`config.mk`:
```
export PLATFORM = sky130hd
export DESIGN_NAME = fmul_norm_round
export DESIGN_NICKNAME = d
export VERILOG_FILES = /design/src/rtl/fmul_norm_round.sv
export SDC_FILE = /design/constraint.sdc
export NUM_CORES = 1
export LEC_CHECK = 0
export ABC_AREA = 1
export CAP_MARGIN = 0
export CORE_ASPECT_RATIO = 1.1
export CORE_UTILIZATION = 50
export DETAILED_ROUTE_END_ITERATION = 16
export GPL_ROUTABILITY_DRIVEN = 0
export GPL_TIMING_DRIVEN = 0
export PLACE_DENSITY_LB_ADDON = 0.25
export SYNTH_ARGS = -nofsm -noshare
export SYNTH_HDL_FRONTEND = slang
export SYNTH_SLANG_ARGS = --single-unit
export TNS_END_PERCENT = 5
```
`constraint.sdc`:
```
create_clock -name clk -period 2.72 [get_ports clk]
set_clock_uncertainty 0.1 [all_clocks]
set_input_delay 0.816 -clock clk [delete_from_list [all_inputs] [get_ports clk]]
set_output_delay 0.816 -clock clk [all_outputs]
set_load 0.01 [all_outputs]
```
`src/rtl/fmul_norm_round.sv`:
```
// Normalize-and-round stage of the binary32 multiplier: two-deep valid/ready
// pipeline turning a 48-bit mantissa product into a packed RNE-rounded result.
`timescale 1ns/1ps
module fmul_norm_round (
    input  logic        clk,
    input  logic        rst_n,
    input  logic        in_valid,
    output logic        in_ready,
    input  logic [47:0] prod,
    input  logic        sign,
    input  logic [7:0]  exp_a,
    input  logic [7:0]  exp_b,
    input  logic [1:0]  cls,
    output logic        out_valid,
    input  logic        out_ready,
    output logic [31:0] result,
    output logic        overflow,
    output logic        underflow,
    output logic        inexact
);

    logic               s1_valid_r;
    logic [22:0]        s1_mant_r;
    logic               s1_guard_r;
    logic               s1_sticky_r;
    logic signed [9:0]  s1_exp_r;
    logic               s1_sign_r;
    logic [1:0]         s1_cls_r;

    logic               s1_en_s;
    logic               s2_en_s;
    logic signed [9:0]  n1_exp_s;
    logic [22:0]        n1_mant_s;
    logic               n1_guard_s;
    logic               n1_sticky_s;

    logic               round_up_s;
    logic [23:0]        m24_s;
    logic [22:0]        frac_s;
    logic signed [9:0]  e2_s;
    logic [31:0]        res_s;
    logic               ovf_s;
    logic               unf_s;
    logic               inx_s;

    // Packs sign, biased exponent and fraction into a binary32 word.
    function automatic logic [31:0] pack(input logic s, input logic [7:0] e, input logic [22:0] f);
        return {s, e, f};
    endfunction

    assign s2_en_s  = !out_valid | out_ready;
    assign s1_en_s  = !s1_valid_r | s2_en_s;
    assign in_ready = s1_en_s;

    // Normalize: select the mantissa window from the product's leading bit.
    always_comb begin
        n1_exp_s = {2'b00, exp_a} + {2'b00, exp_b} - 10'sd127;
        if (prod[47]) begin
            n1_mant_s   = prod[46:24];
            n1_guard_s  = prod[23];
            n1_sticky_s = |prod[22:0];
            n1_exp_s    = n1_exp_s + 10'sd1;
        end else begin
            n1_mant_s   = prod[45:23];
            n1_guard_s  = prod[22];
            n1_sticky_s = |prod[21:0];
        end
    end

    // Stage 1 register.
    always_ff @(posedge clk or negedge rst_n) begin
        if (!rst_n) begin
            s1_valid_r  <= 1'b0;
            s1_mant_r   <= 23'd0;
            s1_guard_r  <= 1'b0;
            s1_sticky_r <= 1'b0;
            s1_exp_r    <= 10'sd0;
            s1_sign_r   <= 1'b0;
            s1_cls_r    <= 2'b00;
        end else if (s1_en_s) begin
            s1_valid_r <= in_valid;
            if (in_valid) begin
                s1_mant_r   <= n1_mant_s;
                s1_guard_r  <= n1_guard_s;
                s1_sticky_r <= n1_sticky_s;
                s1_exp_r    <= n1_exp_s;
                s1_sign_r   <= sign;
                s1_cls_r    <= cls;
            end
        end
    end

    // Round to nearest even, then range-check the exponent and apply the class.
    always_comb begin
        round_up_s = s1_guard_r & (s1_sticky_r | s1_mant_r[0]);
        m24_s      = {1'b0, s1_mant_r} + {23'd0, round_up_s};
        if (m24_s[23]) begin
            frac_s = 23'd0;
            e2_s   = s1_exp_r + 10'sd1;
        end else begin
            frac_s = m24_s[22:0];
            e2_s   = s1_exp_r;
        end
        res_s = 32'd0;
        ovf_s = 1'b0;
        unf_s = 1'b0;
        inx_s = 1'b0;
        case (s1_cls_r)
            2'b00: begin
                if (e2_s >= 10'sd255) begin
                    res_s = pack(s1_sign_r, 8'hFF, 23'd0);
                    ovf_s = 1'b1;
                    inx_s = 1'b1;
                end else if (e2_s <= 10'sd0) begin
                    res_s = pack(s1_sign_r, 8'h00, 23'd0);
                    unf_s = 1'b1;
                    inx_s = 1'b1;
                end else begin
                    res_s = pack(s1_sign_r, e2_s[7:0], frac_s);
                    inx_s = s1_guard_r | s1_sticky_r;
                end
            end
            2'b01:   res_s = pack(s1_sign_r, 8'h00, 23'd0);
            2'b10:   res_s = pack(s1_sign_r, 8'hFF, 23'd0);
            2'b11:   res_s = 32'h7FC00000;
            default: res_s = 32'd0;
        endcase
    end

    // Stage 2 register; holds the beat while the consumer stalls.
    always_ff @(posedge clk or negedge rst_n) begin
        if (!rst_n) begin
            out_valid <= 1'b0;
            result    <= 32'd0;
            overflow  <= 1'b0;
            underflow <= 1'b0;
            inexact   <= 1'b0;
        end else if (s2_en_s) begin
            out_valid <= s1_valid_r;
            if (s1_valid_r) begin
                result    <= res_s;
                overflow  <= ovf_s;
                underflow <= unf_s;
                inexact   <= inx_s;
            end
        end
    end

endmodule
```
==> out/results.ini <==
[sta]
rsz0062_at_grt = yes
hold_viol_final = 0
min_period_over_period = 1.014
final.setup.tns_ns = -0.2437
worst_slack_ns = -0.03732
finalCriticalPeriod_ns = 2.757
setup_viol = 11
slew_headroom = 0.3926
worst_pin_slew_ns = 0.9112
report.final.slew_viol_count = 0
fmax_mhz = 362.7

[global_route]
grt_use_met3 = 0.04185
grt_pass1_vias = 4586
overflow = 0
grtUsageTotal = 0.2536
grt_pass1_wl_um = 20080
use_met2 = 0.4245
antenna_found_initial = 0
top_usage_layer = met2
grtUsageMet1 = 0.3199
grt_max_degree = 76

[pwr]
power_frac_seq = 0.361
worst_ir_drop_vdd_v = 0.0003370
clockPowerShare = 0.253
switching_share = 0.3553
combPwrFrac = 0.386
p_per_area_mw_per_mm2 = 640.2
leakage_nw = 3.161
p_sw_mw = 1.545
p_int_mw = 2.803

[floorplan]
dieHeight_um = 105.3
row_count = 37
coreArea_mm2 = 0.009398
ios = 108
dieArea_mm2 = 0.01009
start_util = 0.5158
dieWidth_um = 95.88

[clock_network]
cts_num_sinks = 75
clock_latency_ns = 0.36
cts_tree = yes
htree_levels = 3
cts_made_buffers = 9
postCtsHoldBufs = 0
clk_pin_slew_worst_paths_ns = 0.09
clockBufferDepth = 2
clock-root-buffer = clkbuf_8

[synthesis]
post-synth-top-count-cell = nand2_1
synth_edf_count = 0
async_flop_share = 1.000
yosys_warnings = 0
synth_common_cells = nand2_1 (195), dfrtp_1 (75), inv_1 (62)
syn-num-nets = 746
synth_top_area_share = 0.3872
yosys.area.top_type = dfrtp_1
synth_cell_types = 36
synth_area_leaders = dfrtp_1 (39%), nand2_1 (15%), ha_1 (4.9%)
synth_area_mm2 = 0.004847
synth-main-ff-cell = dfrtp_1
synth-seq-cells = 75
syn_area_per_cell_um2 = 7.400
synth_seq_area_share = 0.3872
syn_inst = 655

[detailed_routing]
vias = 4910
drtIter0Drc = 278
ant_nets = 0
viasPerCell = 5.413
first_pass_iters = 5
wl_per_cell_um = 14.25
wirelength_um = 12920
drc = 0

[setup_path]
path_cells = inv_2 -> a21oi_2 -> ha_2 -> nand2_2 -> nor2_4 -> nand2_4 -> nor2_4 -> nand3_4 -> inv_4 -> nand3_4 -> xor2_4 -> nand2_4 -> nor2_4 -> nand3_4 -> buf_12 -> o21ai_2
max_stage_delay_ns = 0.39
cp_max_fo = 6
rr_startpoint = s1_mant_r[0]
start_kind = flip-flop
r2r_cells = 16
end_kind = flip-flop
critPathKind = reg2reg
cp_slowest_cell = dfrtp_1
reg2reg_slack_ns = -0.04
rr_endpoint = result[12]
arrival_ns = 2.95
required_ns = 2.91

[job]
max_cap_violations = 0

[place]
dp_slack_ns = -0.6908
dp.cells = 879
portBuffers = 107
dp_hpwl_um = 9520

[worst_hold_path]
holdPathStages = 2
worstHoldStart = overflow
holdPathEnd = overflow
hold_path_class = reg2reg

[layout]
syn_to_final_growth_pct = 40.11
nets = 876
fill_cells = 704
stdcell_count = 907
multi_input_area_mm2 = 0.002933
antenna_cells = 0
regArea_mm2 = 0.001877
drive_above_1_share = 0.1570

[status]
violations = negative setup slack
outcome = finished with violations

[worst max-delay path by stage]
stage                 startpoint          end  cells after the start
floorplan               exp_a[0]  s1_exp_r[9]                     16
global placement           rst_n  s1_exp_r[9]                      1
detailed placement      exp_a[1]  s1_exp_r[9]                     15
CTS                     exp_a[0]  s1_exp_r[9]                     16
global route        s1_mant_r[0]   result[12]                     16
finish              s1_mant_r[0]   result[12]                     16
[flip-flops by register name, summed over array words and instances (netlist names)]
name / cells
inexact: 1
out_valid: 1
overflow: 1
result: 32
s1_cls_r: 2
s1_exp_r: 10
s1_guard_r: 1
s1_mant_r: 23
s1_sign_r: 1
s1_sticky_r: 1
s1_valid_r: 1
underflow: 1
[final cells by class]
| class | instances | area share |
|---|---|---|
| clock inverter | 6 | 0.01750 |
| clock buffer | 10 | 0.02027 |
| buffer | 22 | 0.01934 |
| sequential | 75 | 0.2763 |
| inverter | 70 | 0.04016 |
| tap | 117 | 0.02155 |
| timing repair buffer | 118 | 0.1730 |
| multi-input combinational | 489 | 0.4318 |
[layout by cell type (no fill, tap or decap), types with 3 or more instances in the layout]
cell,synthesis,layout
a21oi_1,19,14
a21oi_2,0,3
a31oi_1,20,20
buf_4,0,11
buf_6,4,6
bufinv_16,0,3
clkbuf_1,16,15
clkbuf_2,0,3
clkbuf_8,0,10
clkdlybuf4s50_1,0,95
clkinv_1,3,3
dfrtp_1,75,75
dlymetal6s2s_1,0,6
ha_1,19,9
ha_4,0,9
inv_1,62,56
inv_2,5,7
inv_4,0,4
nand2_1,195,192
nand2_2,6,8
nand2_4,4,4
nand3_1,47,43
nand3_2,4,7
nand3_4,1,3
nand4_1,7,7
nor2_1,58,56
nor2_2,5,5
nor2_4,4,6
nor3_1,9,8
nor4_1,4,4
o211ai_1,6,6
o21ai_0,30,25
o21ai_1,2,6
o21ai_2,10,9
or2_2,4,3
xnor2_1,9,8
xor2_1,17,12
xor2_2,0,3
[power by group through the flow]
stage | Sequential (mW) | Clock (mW) | Combinational (mW)
floorplan | 1.62 | 0 | 0.858
global placement | 1.57 | 0 | 1.51
detailed placement | 1.59 | 0 | 1.54
CTS | 1.57 | 1.10 | 1.56
global route | 1.60 | 1.15 | 1.86
finish | 1.57 | 1.10 | 1.68
[worst max-delay path, delay by kind of cell (launching register included)]
| kind | cells | cell delay, ns |
|---|---|---|
| and+or+nand+nor | 9 | 1.18 |
| DFF | 1 | 0.39 |
| buffers and inverters | 3 | 0.34 |
| AOI/OAI and AO/OA | 2 | 0.24 |
| xor gates and xnor gates | 1 | 0.22 |
| adders and majority gates | 1 | 0.21 |
[logic make-up after synthesis]
family	count (synthesis)	share of synthesized area
XOR/XNOR	26	0.04698
AO/OA/AOI/OAI	91	0.1125
AND/OR/NAND/NOR	351	0.3221
buffers and inverters	92	0.07796
flip-flops	75	0.3872
adder cells (fa/ha/maj)	20	0.05318
[through the flow]
step	hold WS [ns]	utilization	power (mW)	instance area [um^2]
2_1_floorplan	0.3497	-	2.476	4954
3_3_place_gp	0.3667	0.6566	3.076	6171
3_5_place_dp	0.3712	0.6564	3.131	6168
4_1_cts	0.3939	0.6878	4.228	6464
5_1_grt	0.4055	0.7227	4.608	6792
6_report	0.3867	0.7227	4.348	6792
[timing repair]
| item | 4_1_cts | 5_1_grt |
|---|---|---|
| setup endpoints to repair | 32 | 61 |
| hold endpoints to repair | 0 | 0 |
| gates cloned | 0 | 2 |
| pin swaps | 9 | 37 |
| setup buffers | 1 | 9 |
| gates resized for setup | 11 | 58 |
[per-layer routing]
| metal | routed length (um) | share of wire |
|---|---|---|
| met5 | 0 | 0 |
| met4 | 389 | 0.030 |
| met3 | 626 | 0.048 |
| met2 | 6456 | 0.50 |
| met1 | 5452 | 0.42 |
Note: power is estimated with default switching activity, not from simulation.
